--- src/rtl/memory_port_arbiter.sv ---
// Two-requester memory port arbiter: instruction vs data onto one memory port.
// Optional ROUND_ROBIN_EN: fair tie-break; otherwise data wins every tie.
module memory_port_arbiter #(
  parameter int BUS_WIDTH = 32
) (
  input  logic                 clk,
  input  logic                 reset,
  input  logic                 inst_read,
  input  logic [BUS_WIDTH-1:0] inst_address,
  output logic [BUS_WIDTH-1:0] inst_read_data,
  output logic                 inst_response,
  input  logic                 data_read,
  input  logic                 data_write,
  input  logic [BUS_WIDTH-1:0] data_address,
  input  logic [BUS_WIDTH-1:0] data_write_data,
  output logic [BUS_WIDTH-1:0] data_read_data,
  output logic                 data_response,
  output logic                 mem_read,
  output logic                 mem_write,
  output logic [BUS_WIDTH-1:0] mem_address,
  output logic [BUS_WIDTH-1:0] mem_write_data,
  input  logic [BUS_WIDTH-1:0] mem_read_data,
  input  logic                 mem_response,
  output logic [1:0]           owner
);

  typedef enum logic [1:0] {
    IDLE      = 2'b00,
    BUSY_INST = 2'b01,
    BUSY_DATA = 2'b10
  } state_t;

  state_t state_q, state_d;
  logic   inst_req, data_req, pick_data;

  assign inst_req = inst_read;
  assign data_req = data_read | data_write;

`ifdef ROUND_ROBIN_EN
  // 1 = data was served last, so instruction wins the next tie
  logic last_owner_q, last_owner_d;

  always_comb begin
    last_owner_d = last_owner_q;
    if (mem_response && state_q == BUSY_INST)
      last_owner_d = 1'b0;
    else if (mem_response && state_q == BUSY_DATA)
      last_owner_d = 1'b1;
  end

  always_ff @(posedge clk or negedge reset) begin
    if (!reset) last_owner_q <= 1'b1;
    else        last_owner_q <= last_owner_d;
  end

  assign pick_data = ~last_owner_q;
`else
  assign pick_data = 1'b1;
`endif

  always_ff @(posedge clk or negedge reset) begin
    if (!reset) state_q <= IDLE;
    else        state_q <= state_d;
  end

  always_comb begin
    state_d = state_q;
    unique case (state_q)
      IDLE: begin
        if (inst_req && data_req)
          state_d = pick_data ? BUSY_DATA : BUSY_INST;
        else if (inst_req)
          state_d = BUSY_INST;
        else if (data_req)
          state_d = BUSY_DATA;
      end
      BUSY_INST, BUSY_DATA: begin
        if (mem_response) state_d = IDLE;
      end
      default: state_d = IDLE;
    endcase
  end

  always_comb begin
    mem_read       = 1'b0;
    mem_write      = 1'b0;
    mem_address    = '0;
    mem_write_data = '0;
    inst_response  = 1'b0;
    data_response  = 1'b0;
    unique case (state_q)
      BUSY_INST: begin
        mem_read      = inst_read;
        mem_address   = inst_address;
        inst_response = mem_response;
      end
      BUSY_DATA: begin
        mem_write      = data_write;
        mem_read       = data_read & ~data_write;
        mem_address    = data_address;
        mem_write_data = data_write_data;
        data_response  = mem_response;
      end
      default: ;
    endcase
  end

  assign owner          = state_q;
  assign inst_read_data = mem_read_data;
  assign data_read_data = mem_read_data;

endmodule

--- config.mk ---
export PLATFORM = sky130hd
export DESIGN_NAME = memory_port_arbiter
export DESIGN_NICKNAME = d
export VERILOG_FILES = /design/src/rtl/memory_port_arbiter.sv
export SDC_FILE = /design/constraint.sdc
export NUM_CORES = 1
export LEC_CHECK = 0
export CORE_AREA = 2 2 103 105
export CTS_CLUSTER_DIAMETER = 150
export DETAILED_ROUTE_END_ITERATION = 8
export DIE_AREA = 0 0 105 107
export GPL_ROUTABILITY_DRIVEN = 1
export PLACE_DENSITY = 0.7
export SLEW_MARGIN = 20
export SYNTH_ARGS = -nofsm -noshare
export SYNTH_HDL_FRONTEND = slang
export SYNTH_SLANG_ARGS = --single-unit
--- constraint.sdc ---
create_clock -name clk -period 1.8 [get_ports clk]
set_input_delay 0.36 -clock clk [delete_from_list [all_inputs] [get_ports clk]]
set_output_delay 0.36 -clock clk [all_outputs]
set_load 0.05 [all_outputs]
======== Yosys cells after proc, flatten, opt, wreduce, memory -nomap -nowiden ========
Index checks and enable logic that the tools add are counted.
storage, ports and cells
  word-level logic and storage cells ...... 23
  output and inout port bits .............. 134
  input bits .............................. 134
  register bits after elaboration ......... 2
cells by class
  reduce and logical (&&, ||, !) cells .... 4
  mux-type cells .......................... 11
  equality and inequality tests ........... 4
  bitwise gates (word level) .............. 3
operators with widths
  cell                                                             count
  32-bit one-hot mux with 2 select lines                           1
  32-bit 2-to-1 mux                                                1
  2-bit 2-to-1 mux                                                 4
  4-bit inequality test, second input constant                     1
  2-bit one-hot mux with 2 select lines                            1
  1-bit 2-to-1 mux                                                 3
  2-bit by 1-bit == test with 1-bit output, second input constant  1
  2-bit == test, second input constant                             1
  2-bit logical NOT                                                1
  2-bit inequality test, second input constant                     1
  1-bit one-hot mux with 2 select lines                            1
  2-bit AND reduction                                              1
  2-bit OR reduction                                               1
  1-bit AND                                                        1
  1-bit logical AND                                                1
  1-bit NOT                                                        1
  1-bit OR                                                         1

======== Logic depth before layout (Yosys ltp) ========
Gate-level depths: netlist of run 1.
  depth in word-level cells ............... 5
  depth in mapped cells ................... 7
  gate-level depth less buffers ........... 5

======== Worst setup path after synthesis of run 1 ========
OpenSTA, ideal clock, no wires.
  kind .................................... register to output
  start ................................... reg state_q[1], in the netlist owner[1]
  end ..................................... out mem_address[0]
  setup slack ............................. -0.662 ns
  stages on the path, launching flop included .. 5
  data arrival time ....................... 2.102 ns
  path through ............................ dfrtp_1 > inv_1 > ha_1 > clkbuf_1 > nor2b_1
between the ends
  word-level cells in the longest chain between the ends .. 2
ends and longest elaborated chain
  what                                                                       RTL line  source
  start, declared                                                            33        state_t state_q, state_d;
  start signal, assigned                                                     63        else state_q <= state_d;
  2-bit == test or 2-bit by 1-bit == test with 1-bit output (tied branches)  91        unique case (state_q)
  32-bit one-hot mux with 2 select lines (*)                                 91
  end, declared                                                              20        output logic [BUS_WIDTH-1:0] mem_address,
Every way passes the cells marked *; elsewhere a longest branch is shown, timed or not.

======== Final worst setup path of run 1 ========
  start ................................... reg state_q[0], in the netlist owner[0]
  end ..................................... out mem_address[1]
Same word-level chain as after synthesis.

==> flow_metrics.py, run 1 <==
metrics = {
    "floorplanning": {
        "rows": 37,
        "dieArea_mm2": 0.0112,
        "ios": 268,
        "die_h_um": 107,
        "start_util_pct": 13.8,
        "core_mm2": 0.0101,
        "die-width_um": 105,
    },
    "placement": {
        "place_ws_ps": 16.9,
        "place.gp.congestion": 0.718,
        "place_hpwl_um": 6040,
        "portBuffers": 171,
    },
    "timing": {
        "setup_viol": 57,
        "fmax_mhz": 520,
        "final.setup_skew_ps": 0.647,
        "worst_pin_slew_ps": 234,
        "rsz0062_at_grt": "true",
        "min_period_ps": 1920,
        "setup_ws_ps": -124,
        "min_period_over_period_pct": 107,
        "finalHoldViolCount": 0,
        "slew-limit-headroom_pct": 84.4,
        "drv_slew": 0,
        "setup_tns_ps": -4020,
    },
    "finish": {
        "mostFrequentLayoutCells": "101 x clkdlybuf4s50_1, 77 x buf_12, 34 x and2_4",
        "drive_gt1_share_pct": 63.9,
        "finalNetCount": 455,
        "largest_reg_flops": 2,
        "layout_commonest_cell": "clkdlybuf4s50_1",
        "area_delta_synth_final_pct": 210,
        "antenna_cells": 0,
    },
    "setup_path": {
        "path_delay_family": "buffers and inverters",
        "worstSetupPathType": "flop to primary output",
        "ff2ff_path_depth": 7,
        "crit_path_start": "owner[0]",
        "cp.required_ps": 1440,
        "cpMostUsedCell": "buf_12",
        "worstPathArrival_ps": 1560,
        "start_kind": "flop",
        "worstPathBufferInverterCount": 3,
        "r2r-start": "owner[0]",
        "path_cells": "buf_4 > ha_4 > buf_12 > a22oi_2 > nor2b_4 > buf_12",
        "reg2reg_slack_ps": 350,
        "r2r_end": "owner[0]",
        "endpoint_kind": "primary output",
        "cpMaxStageDelayCell": "dfrtp_2",
        "cp_max_fo": 20,
        "cp_slowest_stage_delay_ps": 400,
        "path_depth": 6,
    },
    "detailed_routing": {
        "dr_total_vias": 1825,
        "routed_wl_um": 8040,
        "route.detailed.drc": 0,
        "routedWlPerCell_um": 17.8,
        "antenna_left": 0,
        "dr.first_iter.drc_count": 42,
        "via_per_inst": 4.04,
        "dr.pass1.iters": 4,
    },
    "logic_synthesis": {
        "yosys.area_share.simple_pct": 33.2,
        "synth-seq-cells": 2,
        "syn_nets": 333,
        "ys_seq_area_share_pct": 3.59,
        "synth_fa_ha_area_share_pct": 2.70,
        "netlist_instances": 196,
        "syn_avg_cell_area_um2": 7.11,
        "yosysWarnings": 0,
        "synth_compound_area_share_pct": 18.9,
        "yosysUniqueCellTypes": 17,
        "synth_top_family_by_area": "buffers and inverters",
        "synth_xor_area_share_pct": 0,
        "synthesis.area_mm2": 0.00139,
        "synthMuxAreaShare_pct": 0,
    },
    "grt": {
        "grt_first_pass_wirelength_um": 12000,
        "antenna_found_initial": 0,
        "grt_util_all_layers_pct": 13.7,
        "grt_max_degree": 21,
        "gr-total-overflow": 0,
        "grt_pass1_vias": 2018,
    },
    "clock_tree": {
        "cts_max_path_buffers": 2,
        "cts.root.buffer_cell": "clkbuf_8",
        "cts_hold_buffers": 0,
        "cts_num_sinks": 2,
        "insertion_delay_ps": 210,
        "htree_num_levels": 1,
        "clk_pin_slew_ps": 30,
        "cts_tree": "done",
        "cts_buffers": 3,
    },
    "power_and_ir_drop": {
        "p_per_area_mw_per_mm2": 2090,
        "comb_power_share_pct": 97.0,
        "pwr-share-seq_pct": 1.1,
        "clock_power_share_pct": 1.9,
        "swShare_pct": 46.7,
        "leakagePower_nw": 1.67,
        "internal-power_mw": 4.81,
        "p_sw_mw": 4.22,
        "ir_drop_mv": 0.691,
        "fin_total_pwr_mw": 9.02,
    },
    "status": {
        "violations": "negative setup slack",
        "status": "finished, violations left",
    },
    "run": {
        "maxCapViolations": 0,
    },
    "worst_hold_path": {
        "hp-class": "input pin to asynchronous set/reset pin",
    },
}
-- cell type report --
class                   count  area (um2)
fillers                   949        5780
repair buffers            195        2760
multi-input cells         114        1280
well taps                 136         170
flip-flops and latches      2        52.6
clock buffers               3        41.3
inverters                   2        7.51
-- cell families (layout without fill, tap and decap cells) --
group | after synthesis | count (layout)
flops | 2 | 2
simple gates | 75 | 75
compound gates | 36 | 36
buf+inv | 80 | 200
fa+ha+maj | 3 | 3
-- synthesized netlist by cell type --
cell | n | area (um2)
buf_4 | 67 | 503
clkbuf_1 | 3 | 11.3
nand3b_1 | 2 | 15.0
o211ai_1 | 1 | 7.51
and2_1 | 36 | 225
nor2_1 | 1 | 3.75
a22oi_1 | 32 | 240
buf_6 | 3 | 33.8
nand2b_1 | 1 | 6.26
dfrtp_1 | 2 | 50.1
a21oi_1 | 2 | 10.0
nand2_1 | 3 | 11.3
nor2b_1 | 32 | 200
ha_1 | 3 | 37.5
o21ai_1 | 1 | 5.00
buf_2 | 5 | 25.0
inv_1 | 2 | 7.51
-- stage by stage --
stage               util [%]  hold slack, ps  instances  cell area (um2)
finish                  42.8             328        452             4320
global placement        37.9             535        432             3830
CTS                     42.6             327        447             4300
detailed placement      37.9             546        432             3830
floorplan                  -            64.4        196             1750
global route            42.8             328        452             4320
-- worst max-delay path by stage --
| stage | slack, ps | end |
|---|---|---|
| floorplan | -30 | mem_address[0] |
| global placement | 60 | mem_read |
| detailed placement | 20 | mem_address[2] |
| CTS | -130 | mem_address[10] |
| global route | -170 | mem_read |
| finish | -120 | mem_address[1] |
-- power groups by stage --
stage | clock [mW] | combinational, mW | sequential (mW)
3_5_place_dp | 0 | 7.48 | 0.103
3_3_place_gp | 0 | 7.36 | 0.0974
2_1_floorplan | 0 | 4.56 | 0.170
5_1_grt | 0.186 | 9.08 | 0.104
6_report | 0.174 | 8.75 | 0.100
4_1_cts | 0.180 | 8.80 | 0.0990
-- routing by layer --
layer	up-vias	wire, um	track usage, %
met3	17	790	3.77
met1	843	2530	12.8
li1	823	-	-
met2	142	4560	28.5
met4	0	167	4.19
met5	-	0	0
-- repair_timing --
item / CTS / global route
gates cloned: 6 / 0
endpoints found under the setup margin: 68 / 68
buffers inserted: 6 / 8
gates resized for setup: 60 / 7
pin swaps: 21 / 5
-- worst register-to-register path, cell delays in order, from the launching register on --
cell and delay [ps]:
dfrtp_2 360, inv_2 60, buf_6 110, ha_4 320, buf_16 150, nand2b_1 110, a21oi_1 160, a21oi_1 50
Note: power is estimated with default switching activity, not from simulation.
==> run 2: changes to the inputs <==
CTS_CLUSTER_DIAMETER = 100   (was 150)
==> results of run 2 <==
The final DEF is identical to that of run 1; final timing and power are the same.
==> variant 1: new RTL, config.mk and constraints of run 2 <==
The parameter `BUS_WIDTH` goes from 32 to 24.
--- a/src/rtl/memory_port_arbiter.sv
+++ b/src/rtl/memory_port_arbiter.sv
@@ -3,3 +3,3 @@
 module memory_port_arbiter #(
-  parameter int BUS_WIDTH = 32
+  parameter int BUS_WIDTH = 24
 ) (
Interface: changed (8 resized); port bits go from 268 to 204. No check against the original RTL was run, so the function may have changed too.
==> variant 1 against run 2 <==
  * The run still ends with setup timing left
  * Wire length down 24%
  * Sequential cell count did not move
  * Count of clock-buffer cells in the layout unchanged
  * First-iteration DRC count down 43%
  * Cell area down 19%
  * Sequential share of layout area up 0.29 points
  * Worst setup slack worse by 0.016 ns
  * Synthesized area shrank 23%
  * Sequential power grew 4%
  * Total power down 19%
  * Clock skew hardly changed
  * Global-route usage down 3.8 points
  * Critical path type unchanged
  * Critical endpoint is now mem_address[15]
  * Largest power group unchanged
==> variant 1: results (changes against run 2) <==
| Metric | Value |
|---|---|
| Run status | finished, violations left |
| Violations in the final reports | setup timing |
| Wire length on met1 | 1960 um (-23%) |
| Launching point of the worst reg2reg path | owner[1] |
| Hold WS | 0.324 ns (-0.00430 ns) |
| Share of the synthesized netlist area taken by xor and xnor gates | 0% (unchanged) |
| Post-synth net total | 257 (-23%) |
| Area after DPL | 0.00299 mm^2 (-22%) |
| Setup ws final | -0.140 ns (-0.0162 ns) |
| ClkCell Share | 1.19% (+0.23 points) |
| Rel. slew slack | 84.8% (+0.42 points) |
| Final count of negative-setup-slack endpoints | 48 (-16%) |
| HPWL after detailed placement | 4220 um (-30%) |
| Endpoint of the most critical setup path | mem_address[15] |
| Share of layout cells above drive strength 1 | 65.1% (+1.2 points) |
| FILL cells | 992 (+4.5%) |
| Largest cells by area after synthesis | sky130_fd_sc_hd__buf_4, sky130_fd_sc_hd__a22oi_1, sky130_fd_sc_hd__and2_1 |
| Average cell area after synthesis | 7.08 um^2 (-0.36%) |
| Number of iterations in the first detailed-routing pass | 2 (-2) |
| Worst reg2reg path endpoint | owner[1] |
| Met3 Track Usage GR | 2.92% (-0.85 points) |
| Non-Clock Buffer Area Fraction | 63.2% (-0.75 points) |
| Gr ovfl total | 0 (unchanged) |
| Net count of the finished layout | 359 (-21%) |
| Post-synthesis adder-cell area fraction | 3.49% (+0.79 points) |
| Placer Congestion | 0.760 (+5.9%) |
| Sum of negative setup slack | -5.22 ns (-1.20 ns) |
| Final Total Pwr | 7.29 mW (-19%) |
| IR drop worst, VDD | 0.000720 V (+4.1%) |
| Depth of the most critical reg-to-reg path | 9 (+2) |
| Fraction of the yosys area taken by sequential cells | 4.65% (+1.1 points) |
| Number of different library cells in the post-synthesis netlist | 18 (+1) |
| Worst setup timing slack at the placement stage | 0.0223 ns (+0.00543 ns) |
| Startpoint-to-endpoint class of the critical path | flip-flop to primary output |
| R2R setup slack | 0.08 ns (-0.27 ns) |
| Met1 global-route usage | 9.01% (-3.8 points) |
| Power density over the cells | 2090 mW/mm^2 (about the same) |
| Initial drt markers | 24 (-43%) |
| Number of global-route vias before repair | 1,611 (-20%) |
| Wire length of the first global-routing pass | 8720 um (-27%) |
| Post-route insts no fill | 388 (-14%) |
| Number of flip-flops under the largest register name | 2 (unchanged) |
| Critical Path Start | owner[1] |
| Buffers inserted during post-CTS setup optimization | 8 (+2) |
| Number of gates resized after cts | 49 (-18%) |
| Sequential group power | 104 uW (+4%) |
| All-Layer GR Usage | 9.90% (-3.8 points) |
| Largest clock skew in the final design | 0.000191 ns (-0.000457 ns) |
| Placed Cells incl. Taps | 369 (-15%) |
variant 1: changes by cell type after synthesis, moves of 2 or more:
| cell | delta |
|---|---|
| sky130_fd_sc_hd__a22oi_1 | -8 |
| sky130_fd_sc_hd__nor2b_1 | -8 |
| sky130_fd_sc_hd__and2_1 | -8 |
| sky130_fd_sc_hd__buf_6 | -2 |
| sky130_fd_sc_hd__buf_4 | -17 |
| sky130_fd_sc_hd__buf_2 | -3 |
variant 1: worst max-delay path: stages (launching register included):
cell                        delay (ns)
sky130_fd_sc_hd__dfrtp_2          0.38
sky130_fd_sc_hd__inv_2            0.06
sky130_fd_sc_hd__buf_6            0.12
sky130_fd_sc_hd__ha_4             0.34
sky130_fd_sc_hd__clkbuf_16        0.17
sky130_fd_sc_hd__nor2b_4          0.15
sky130_fd_sc_hd__buf_12           0.14
==> variant 2: new RTL, config.mk and constraints of run 2 <==
Made on the original files. Register the input `inst_address` before use. The logic sees it one clock later. The other inputs are not delayed to match.
--- a/src/rtl/memory_port_arbiter.sv
+++ b/src/rtl/memory_port_arbiter.sv
@@ -31,2 +31,8 @@
   } state_t;
+
+  logic [BUS_WIDTH-1:0] inst_address_q;
+
+  always_ff @(posedge clk) begin
+    inst_address_q <= inst_address;
+  end
 
@@ -93,3 +99,3 @@
         mem_read      = inst_read;
-        mem_address   = inst_address;
+        mem_address   = inst_address_q;
         inst_response = mem_response;
Function: changed (Yosys sat finds a counterexample within 4 cycles, from zero or initial values and one cycle with reset low).
==> variant 2 against run 2 <==
  * The flow still finishes with violations (setup timing)
  * Synthesized area grew 46%
  * Maximum frequency decreased by 4.3%
  * Wire length grew 9.4%
  * Cell area is 12% higher
  * Sequential cell count up 32
  * Clock power increased to 3.1 times the old value
  * Worst setup slack lost 0.086 ns
  * Total power up 4.5%
  * Critical path depth increased by 1
  * Sequential power rose to 8.7 times the old value
==> variant 2: results (changes against run 2) <==
| Metric | Value |
|---|---|
| Final count of negative-setup-slack endpoints | 68 (+19%) |
| Number of flip-flops under the largest register name | 32 (+30) |
| TritonCTS buffer count | 5 (+2) |
| Met1 global-route usage | 13.6% (+0.78 points) |
| IR drop worst, VDD | 0.000995 V (+44%) |
| Placer Congestion | 0.695 (-3.1%) |
| Placed Cells incl. Taps | 465 (+7.6%) |
| Violations in the final reports | setup timing |
| Global routing usage on met2 | 29.9% (+1.4 points) |
| HPWL after detailed placement | 6660 um (+10%) |
| Post-synth top cells | sky130_fd_sc_hd__buf_4, sky130_fd_sc_hd__and2_1, sky130_fd_sc_hd__a22oi_1, sky130_fd_sc_hd__dfxtp_1, sky130_fd_sc_hd__nor2b_1 |
| Share of layout cells above drive strength 1 | 54.2% (-9.7 points) |
| Sum of negative setup slack | -11.01 ns (-6.98 ns) |
| Metal3 WL | 935 um (+18%) |
| Met3 Track Usage GR | 6.26% (+2.5 points) |
| Depth of the most critical reg-to-reg path | 6 (-1) |
| All-Layer GR Usage | 15.0% (+1.3 points) |
| Largest cells by area after synthesis | sky130_fd_sc_hd__dfxtp_1, sky130_fd_sc_hd__buf_4, sky130_fd_sc_hd__a22oi_1 |
| Clk pin slew, worst setup/hold paths | 0.07 ns (+0.04 ns) |
| CP delay by family, top | flip-flops |
| Post-synth net total | 366 (+9.9%) |
| Setup ws final | -0.209 ns (-0.0856 ns) |
| FILL cells | 937 (-1.3%) |
| Clock latency at the later pin of the worst-skew pair | 0.28 ns (+0.07 ns) |
| Run status | finished, violations left |
[variant 2: per-stage QoR]
step                power [mW]  setup WS, ns
floorplan                 5.31       -0.0819
global placement          8.08        0.0640
detailed placement        8.17        0.0143
CTS                       9.07        -0.238
global route              9.85        -0.307
finish                    9.43        -0.209
[variant 2: final timing paths]
path / start / to / slack (ns)
worst min-delay path: reset / owner[1] / 0.23
worst min register to register: owner[0] / owner[0] / 0.63
worst max-delay path: owner[0] / mem_read / -0.21
worst max register to register: owner[1] / owner[0] / 0.20
min in group clk: inst_address[15] / inst_address_q[15] / 0.51
max in group asynchronous: reset / owner[0] / 1.44
[variant 2: kinds of logic (layout without fill, tap and decap cells)]
logic type | Yosys count | in the layout | share of synthesized area, %
buf+inv | 81 | 197 | 28.5
compound gates | 38 | 38 | 13.4
fa+ha+maj | 3 | 3 | 1.85
simple gates | 73 | 73 | 22.2
flops | 34 | 34 | 34.1
[variant 2: final cells by class]
cell class | instances | area [um^2] | share of cell area (%)
timing repair buffer | 186 | 2660 | 55.1
inverter | 3 | 13.8 | 0.286
sequential | 34 | 693 | 14.4
clock inverter | 1 | 7.51 | 0.156
clock buffer | 7 | 76.3 | 1.58
tap | 136 | 170 | 3.53
multi-input combinational | 114 | 1200 | 25.0
[variant 2: power by group]
part | total, mW | internal, mW | switching, mW
registers | 0.868 | 0.817 | 0.0503
clock network | 0.548 | 0.274 | 0.274
logic | 8.01 | 4.09 | 3.93
total | 9.43 | 5.18 | 4.25
[variant 2: timing repair]
item | CTS | global route
gates cloned | 2 | 3
setup endpoints to repair | 68 | 68
buffers inserted | 1 | 2
gates resized for setup | 27 | 20
pin swaps | 0 | 3
hold buffers | 0 | 0
